[config.mk]
export PLATFORM = sky130hd
export DESIGN_NAME = sha256_compress_core_flat
export DESIGN_NICKNAME = d
export VERILOG_FILES = /design/src/rtl/sha256_compress_core_pkg.sv /design/src/rtl/sha256_compress_core_if.sv /design/src/rtl/sha256_round.sv /design/src/rtl/sha256_compress_core.sv /design/src/flat_wrapper.sv
export SDC_FILE = /design/constraint.sdc
export NUM_CORES = 2
export LEC_CHECK = 0
export ABC_AREA = 1
export CORE_AREA = 2 2 737 739
export CTS_BUF_LIST = sky130_fd_sc_hd__clkbuf_8
export CTS_CLUSTER_SIZE = 20
export DETAILED_ROUTE_END_ITERATION = 16
export DIE_AREA = 0 0 739 741
export PLACE_DENSITY = 0.31
export SLEW_MARGIN = 20
export SYNTH_ARGS = -nofsm -noshare
export SYNTH_HDL_FRONTEND = slang
export SYNTH_HIERARCHICAL = 1
export SYNTH_SLANG_ARGS = --single-unit
[constraint.sdc]
create_clock -name clk -period 6.9 [get_ports clk]
set_input_delay 1.38 -clock clk [delete_from_list [all_inputs] [get_ports clk]]
set_output_delay 1.38 -clock clk [all_outputs]
set_load 0.01 [all_outputs]
[src/rtl/sha256_compress_core_pkg.sv]
// Shared SHA-256 constants (k table, initial hash values), FSM state enum and round functions.
// SHA224_MODE_EN selects the SHA-224 initial hash value as IV.
package sha256_compress_core_pkg;

  typedef logic [31:0] word_t;
  // Index 0 is a / H0 and sits in the most significant word.
  typedef logic [0:7][31:0] work_t;

  typedef enum logic [1:0] {IDLE, ROUND, UPDATE, DONE} sha_state_t;

  localparam work_t IV_SHA256 = {32'h6a09e667, 32'hbb67ae85, 32'h3c6ef372, 32'ha54ff53a,
                                 32'h510e527f, 32'h9b05688c, 32'h1f83d9ab, 32'h5be0cd19};
  localparam work_t IV_SHA224 = {32'hc1059ed8, 32'h367cd507, 32'h3070dd17, 32'hf70e5939,
                                 32'hffc00b31, 32'h68581511, 32'h64f98fa7, 32'hbefa4fa4};
`ifdef SHA224_MODE_EN
  localparam work_t IV = IV_SHA224;
`else
  localparam work_t IV = IV_SHA256;
`endif

  localparam word_t k [0:63] = '{
    32'h428a2f98, 32'h71374491, 32'hb5c0fbcf, 32'he9b5dba5, 32'h3956c25b, 32'h59f111f1, 32'h923f82a4, 32'hab1c5ed5,
    32'hd807aa98, 32'h12835b01, 32'h243185be, 32'h550c7dc3, 32'h72be5d74, 32'h80deb1fe, 32'h9bdc06a7, 32'hc19bf174,
    32'he49b69c1, 32'hefbe4786, 32'h0fc19dc6, 32'h240ca1cc, 32'h2de92c6f, 32'h4a7484aa, 32'h5cb0a9dc, 32'h76f988da,
    32'h983e5152, 32'ha831c66d, 32'hb00327c8, 32'hbf597fc7, 32'hc6e00bf3, 32'hd5a79147, 32'h06ca6351, 32'h14292967,
    32'h27b70a85, 32'h2e1b2138, 32'h4d2c6dfc, 32'h53380d13, 32'h650a7354, 32'h766a0abb, 32'h81c2c92e, 32'h92722c85,
    32'ha2bfe8a1, 32'ha81a664b, 32'hc24b8b70, 32'hc76c51a3, 32'hd192e819, 32'hd6990624, 32'hf40e3585, 32'h106aa070,
    32'h19a4c116, 32'h1e376c08, 32'h2748774c, 32'h34b0bcb5, 32'h391c0cb3, 32'h4ed8aa4a, 32'h5b9cca4f, 32'h682e6ff3,
    32'h748f82ee, 32'h78a5636f, 32'h84c87814, 32'h8cc70208, 32'h90befffa, 32'ha4506ceb, 32'hbef9a3f7, 32'hc67178f2
  };

  function automatic word_t rotr(input word_t x, input int unsigned n);
    return (x >> n) | (x << (32 - n));
  endfunction

  function automatic word_t big_sigma0(input word_t x);
    return rotr(x, 2) ^ rotr(x, 13) ^ rotr(x, 22);
  endfunction

  function automatic word_t big_sigma1(input word_t x);
    return rotr(x, 6) ^ rotr(x, 11) ^ rotr(x, 25);
  endfunction

  function automatic word_t ch(input word_t e, input word_t f, input word_t g);
    return (e & f) ^ (~e & g);
  endfunction

  function automatic word_t maj(input word_t a, input word_t b, input word_t c);
    return (a & b) ^ (a & c) ^ (b & c);
  endfunction

endpackage

[src/rtl/sha256_compress_core_if.sv]
// Block handshake and digest bus between the host and the compression core.
interface sha256_compress_core_if #(parameter int IN_W = 512);
  import sha256_compress_core_pkg::*;

  logic [IN_W-1:0] block_in;
  logic            first_block;
  logic            block_valid;
  logic            block_ready;
  work_t           digest;
  logic            digest_valid;

  modport master (output block_in, first_block, block_valid,
                  input  block_ready, digest, digest_valid);
  modport slave  (input  block_in, first_block, block_valid,
                  output block_ready, digest, digest_valid);
endinterface

[src/rtl/sha256_round.sv]
// One combinational SHA-256 round: current a..h plus W/K in, next a..h out.
module sha256_round
  import sha256_compress_core_pkg::*;
(
  input  work_t cur,
  input  word_t w_word,
  input  word_t k_word,
  output work_t nxt
);

  word_t t1;
  word_t t2;

  assign t1  = cur[7] + big_sigma1(cur[4]) + ch(cur[4], cur[5], cur[6]) + k_word + w_word;
  assign t2  = big_sigma0(cur[0]) + maj(cur[0], cur[1], cur[2]);
  assign nxt = {t1 + t2, cur[0], cur[1], cur[2], cur[3] + t1, cur[4], cur[5], cur[6]};

endmodule

[src/rtl/sha256_compress_core.sv]
// SHA-256 round engine: accepts a block, runs 64 rounds against an external schedule, folds into H.
// SHA224_MODE_EN switches to the SHA-224 IV and zeroes the last digest word.
module sha256_compress_core
  import sha256_compress_core_pkg::*;
#(
  parameter int IN_W   = 512,
  parameter int ROUNDS = 64
) (
  input  logic            clk,
  input  logic            rst,
  sha256_compress_core_if.slave bus,
  output logic [IN_W-1:0] blk,
  output logic [31:0]     count,
  input  logic [31:0]     W,
  input  logic [31:0]     K,
  output word_t           W_Mem [0:15]
);

  sha_state_t state_q, state_d;
  logic [6:0] cnt_q;
  work_t      h_q, v_q, v_nxt, h_eff;
  logic       accept, round_en, update_en;

  sha256_round u_round (
    .cur    (v_q),
    .w_word (W),
    .k_word (K),
    .nxt    (v_nxt)
  );

  always_ff @(posedge clk) begin
    if (rst) state_q <= IDLE;
    else     state_q <= state_d;
  end

  always_comb begin
    state_d          = state_q;
    accept           = 1'b0;
    round_en         = 1'b0;
    update_en        = 1'b0;
    bus.block_ready  = 1'b0;
    bus.digest_valid = 1'b0;
    unique case (state_q)
      IDLE: begin
        bus.block_ready = 1'b1;
        if (bus.block_valid) begin
          accept  = 1'b1;
          state_d = ROUND;
        end
      end
      ROUND: begin
        round_en = 1'b1;
        if (cnt_q == 7'(ROUNDS - 1)) state_d = UPDATE;
      end
      UPDATE: begin
        update_en = 1'b1;
        state_d   = DONE;
      end
      DONE: begin
        bus.digest_valid = 1'b1;
        state_d          = IDLE;
      end
      default: state_d = IDLE;
    endcase
  end

  // a..h must start from the IV on a first block even though H only takes it at this same edge.
  assign h_eff = bus.first_block ? IV : h_q;

  always_ff @(posedge clk) begin
    if (rst) begin
      cnt_q <= '0;
      blk   <= '0;
      h_q   <= IV;
      v_q   <= '0;
      for (int i = 0; i < 16; i++) W_Mem[i] <= '0;
    end else begin
      if (accept) begin
        blk   <= bus.block_in;
        cnt_q <= '0;
        h_q   <= h_eff;
        v_q   <= h_eff;
      end
      if (round_en) begin
        v_q               <= v_nxt;
        W_Mem[cnt_q[3:0]] <= W;
        cnt_q             <= cnt_q + 7'd1;
      end
      if (update_en) begin
        for (int i = 0; i < 8; i++) h_q[i] <= h_q[i] + v_q[i];
      end
    end
  end

  assign count = {25'd0, cnt_q};

`ifdef SHA224_MODE_EN
  assign bus.digest = {h_q[0:6], 32'h0};
`else
  assign bus.digest = h_q;
`endif

endmodule
[src/flat_wrapper.sv]
// flat-port wrapper written by rule: the top's interface ports become plain ports
module sha256_compress_core_flat import sha256_compress_core_pkg::*;
#(
  parameter int IN_W   = 512,
  parameter int ROUNDS = 64
)
  (clk, rst, blk, count, W, K, W_Mem, bus_block_in, bus_first_block, bus_block_valid, bus_block_ready, bus_digest, bus_digest_valid);
  sha256_compress_core_if #(.IN_W(IN_W)) bus_i ();
  input  logic clk;
  input  logic rst;
  output logic [IN_W-1:0] blk;
  output logic [31:0] count;
  input  logic [31:0] W;
  input  logic [31:0] K;
  output word_t W_Mem[0:15];
  input wire logic [$bits(bus_i.block_in)-1:0] bus_block_in;
  input wire logic [$bits(bus_i.first_block)-1:0] bus_first_block;
  input wire logic [$bits(bus_i.block_valid)-1:0] bus_block_valid;
  output wire logic [$bits(bus_i.block_ready)-1:0] bus_block_ready;
  output wire logic [$bits(bus_i.digest)-1:0] bus_digest;
  output wire logic [$bits(bus_i.digest_valid)-1:0] bus_digest_valid;
  assign bus_i.block_in = bus_block_in;
  assign bus_i.first_block = bus_first_block;
  assign bus_i.block_valid = bus_block_valid;
  assign bus_block_ready = bus_i.block_ready;
  assign bus_digest = bus_i.digest;
  assign bus_digest_valid = bus_i.digest_valid;
  sha256_compress_core #(.IN_W(IN_W), .ROUNDS(ROUNDS)) u_core (.clk(clk), .rst(rst), .bus(bus_i), .blk(blk), .count(count), .W(W), .K(K), .W_Mem(W_Mem));
endmodule
# Word level (Yosys, flattened, before mapping)
# Cells that the tools add are included.
[totals]
reg_bits = 1545
input_bits = 580
elab_cells = 102
[op_classes]
addsub = 16
n_lt_le_gt_ge = 2
n_eq_ne = 6
n_mux = 18
bitwise = 20
n_reduce_logical = 5
[ops]
columns = ["operator", "count"]
rows = [
  ["$mux 256", 4],
  ["$bwmux 512", 1],
  ["$add 32x32->32", 15],
  ["$xor 32x32->32", 7],
  ["$and 32x32->32", 5],
  ["$demux 32 s4", 1],
  ["$mux 32", 1],
  ["$not 32->32", 1],
  ["$or 10x32->32", 1],
  ["$or 19x32->32", 1],
  ["$or 21x32->32", 1],
  ["$or 26x32->32", 1],
  ["$or 30x32->32", 1],
  ["$or 7x32->32", 1],
  ["$mux 7", 2],
  ["$pmux 2 s4", 1],
  ["$add 7x1->7 const B", 1],
  ["$eq 7x6->1 const B", 1],
  ["$mux 1", 6],
  ["$ge 5x5->1 const B", 1],
  ["$lt 5x1->1 const B", 1],
  ["$not 4->5", 1],
  ["$eq 2x2->1 const B", 2],
  ["$mux 2", 2],
  ["other kinds (7)", 8],
]

# Longest topological paths before layout
[depth]
depth_word = 9
mapped_depth = 34
depth_no_buf = 33

# Modules after synthesis
# Netlist, hierarchy kept.
[by_module_without_submodules]
columns = ["module", "n_inst", "cells_each", "area_each_um2"]
rows = [
  ["sha256_compress_core", 1, 11206, 75137.1],
  ["sha256_round", 1, 1775, 12375.6],
]

# Worst setup path after synthesis
# No wires, ideal clock.
[synth_timing]
path_type = "input-to-reg"
start = "in W[1]"
end = "reg u_core/v_q[246] in the netlist's numbering"
setup_time_ps = 109
arrival_time_ps = 6357
required_time_ps = 6791
setup_slack_ps = 434
cell_stages = 28
n_path_buf = 0
cell_sequence = "inv_1 fa_1 fa_1 inv_1 fa_1 ha_1 fa_1 nand3_1 nand3_1 a21oi_2 o21ai_2 a21oi_1 xnor2_1 inv_1 fa_1 inv_1 ha_1 nand2_1 inv_1 a21oi_1 o21ai_0 a21oi_1 o41ai_2 xor2_1 nand2_1 o211ai_1 nand2_1 inv_1"
[synth_rtl]
columns = ["element", "line", "source"]
rows = [
  ["start, declared", "flat_wrapper.sv:13", "input logic [31:0] W;"],
  ["end signal, assigned", "sha256_compress_core.sv:85", "v_q <= v_nxt;"],
  ["end, declared", "sha256_compress_core.sv:21", "work_t h_q, v_q, v_nxt, h_eff;"],
]

==> flow_summary.ini <==
[grt]
grt_antenna_before_repair = 288
track_usage = 0.2646
grt_max_degree = 179
grt_pass1_wl_um = 966600
grt_overflow_total = 0
grt_pass1_vias = 93520

[detailed_routing]
top_layer = met5
ant_nets = 0
wl_per_cell_um = 33.47
met2_length_um = 318100
wirelength_um = 756700
wl_met3_um = 72880
drcViolationCount = 0
vias = 98919
drt-initial-drc-count = 9927
first_pass_iters = 6
vias_per_cell = 4.375
met1_length_um = 333900

[timing]
hold_viol_final = 0
fin_crit_sh = 0.9542
tns_ns = 0
slew_viol_final = 0
fmax_ghz = 0.1519
fin_worst_skew_ns = 0.09998
setup_viol = 0
rsz0062_at_grt = false
fin_crit_ns = 6.584
tightest_slew_ns = 1.388
max_slew_margin = 0.06482

[worst_setup_path]
criticalPathCategory = input port to flop
required_ns = 7.92
r2r_start = u_core/v_q[113]
r2r_slack_ns = 0.49
rr_worst_depth = 27
cp_slowest_cell = clkdlybuf4s50_1
crit_arrival_ns = 7.61
r2r_end = u_core/v_q[254]
worst_setup_path_end_kind = flop
critical_path.max_stage_delay_ns = 0.55
path_max_fanout = 4
worstSetupStartpointType = input port
crit_top_cell = inv_1

[floorplan]
die_w_um = 739
fp.coreArea_sq_um = 539500
start_util = 0.1622
die_area_sq_um = 547600
die_h_um = 741
std_cell_rows = 270
io_pins = 1894

[logic_synthesis]
synth_cell_types = 61
ys_ff_latch = 1545
postSynthAreaPerCell_sq_um = 6.742
synth_warnings = 6
syn_area_sq_um = 87510
seq_area_frac_synth = 0.3534
synthCells = 12981
postSynth.asyncResetShare = 0
synthFlopType = dfxtp_1
synth_edf_count = 0

[pwr]
power_leakage_nw = 54.54
cellPowerDensity_nw_per_um2 = 696.6
ir_drop_mv = 0.7238

[finish]
utilization = 0.2295
final_nets = 16119
design_area_sq_um = 123800
layout-drive-gt1-share = 0.09192
syn_to_final_growth_pct = 41.51
nFillCells = 61210

[min_path]
hold_start = u_core/blk[293]
hold_path_end = u_core/blk[293]
hold_class = flop to flop
whs_path_depth = 2

[placed_design]
place_area_sq_um = 116700
port_buffers = 1868
gp_congestion = 0.9701
hpwl_um = 615500

[run]
drv_cap = 0

[clock_network]
cts.sinks = 1545
clk_pin_slew_ns = 0.06
cts_tree = done
insertion_delay_ns = 1.17
cts_root_buf = clkbuf_8
hold_buffers = 0
cts_inserted_buffers = 350
htreeDepth = 5
cts_max_path_buffers = 4

[outcome]
outcome = finished clean
-- per-stage QoR --
stage               setup WS (ns)  hold WS, ns  power (mW)  instances
finish                     0.3158       0.4770       86.26      22611
global route              0.01283       0.4885       92.69      22556
CTS                        0.2600       0.4824       86.65      22515
detailed placement         -1.029       0.4705       74.84      21913
global placement           -1.050       0.4610       75.47      21913
floorplan                  0.4337       0.4612       40.73      13005
-- registers in the layout, summed over array words and instances, names as in the netlist --
name               flops
u_core/W_Mem         512
u_core/blk           512
u_core/bus.digest    256
u_core/v_q           256
u_core/cnt_q           7
u_core/state_q         2
-- metal layers --
metal / global-route usage / up-vias
met1: 0.3479 / 47860
met5: 0 / -
met3: 0.09499 / 1010
li1: - / 45838
met4: 0.09328 / 168
met2: 0.3964 / 4043
-- power breakdown --
group / internal, mW / switching (mW)
Sequential: 10.9 / 2.95
Combinational: 25.0 / 36.2
Clock: 5.76 / 5.40
Total: 41.7 / 44.6
-- kinds of logic after synthesis --
family          share of synthesized area
mux                              0.003574
flops                              0.3534
xor+xnor                          0.02902
compound gates                     0.1557
simple gates                       0.2765
other cells                    0.00004285
fa+ha+maj                         0.08261
buf+inv                           0.09914
-- worst max-delay path: cells and delay by family --
family / cells / cell delay, ns
AO/OA/AOI/OAI: 10 / 1.69
XOR/XNOR: 1 / 0.19
adder cells (fa/ha/maj): 6 / 2.64
buffers and inverters: 9 / 1.25
AND/OR/NAND/NOR: 3 / 0.44
-- cells in the final DEF, fill, tap and decap left out, types with 15 or more instances in the layout --
| master | n |
|---|---|
| buf_12 | 36 |
| conb_1 | 25 |
| nand3_1 | 448 |
| nor2_1 | 2909 |
| nand4_1 | 61 |
| fa_1 | 133 |
| maj3_1 | 20 |
| a221oi_1 | 79 |
| or2_2 | 15 |
| nand2_2 | 33 |
| mux2_2 | 26 |
| a21o_1 | 31 |
| nor2_2 | 19 |
| buf_4 | 653 |
| nor2_4 | 16 |
| o21ai_2 | 22 |
| nor3_1 | 68 |
| clkinv_2 | 32 |
| o21ai_0 | 1258 |
| a21oi_2 | 19 |
| a31oi_1 | 49 |
| clkbuf_8 | 422 |
| dfxtp_1 | 1545 |
| xor2_1 | 180 |
| o2111ai_1 | 47 |
| inv_1 | 1249 |
| nand3b_1 | 20 |
| o21ai_1 | 115 |
| ha_1 | 347 |
| diode_2 | 96 |
| o21bai_1 | 70 |
| o211ai_1 | 46 |
| clkdlybuf4s50_1 | 1832 |
| a21oi_1 | 705 |
| xnor2_1 | 105 |
| nand2_1 | 2499 |
| buf_2 | 32 |
-- synth_stat cells, drive strengths merged, types with 72 or more instances --
library cell | number | area (sq um)
nand2 | 2533 | 9598
a21oi | 725 | 3696
a221oi | 79 | 691.9
fa | 133 | 2663
o21ai | 1395 | 7008
xnor2 | 105 | 919.6
ha | 349 | 4367
clkbuf | 399 | 1513
inv | 1147 | 4305
xor2 | 185 | 1620
dfxtp | 1545 | 30930
nand3 | 454 | 2302
nor2 | 2945 | 11130
nor3 | 75 | 410.4
buf | 456 | 2854
o21bai | 72 | 548.0
-- what timing repair did --
| action | CTS | global route |
|---|---|---|
| endpoints found under the setup margin | 0 | 7 |
| setup buffers | 0 | 0 |
| gates resized for setup | 0 | 10 |
-- final cells by class --
type	instances	area (sq um)	share of cell area
inverters	1148	4347	0.03510
diodes	96	240.2	0.001940
clock inverters	180	1100	0.008881
repair buffers	2555	24150	0.1950
multi-input cells	9457	48250	0.3896
well taps	7208	9019	0.07283
flip-flops and latches	1545	30930	0.2498
clock buffers	422	5808	0.04690
-- how the worst max path moves through the flow --
stage	from	endpoint	cells after the start
3_5_place_dp	W[5]	u_core/v_q[253]	30
6_report	W[5]	u_core/v_q[253]	29
4_1_cts	W[5]	u_core/v_q[255]	31
2_1_floorplan	W[1]	u_core/v_q[246]	28
5_1_grt	W[5]	u_core/v_q[253]	26
3_3_place_gp	W[5]	u_core/v_q[253]	30
Power figures use the tool's default switching activity.
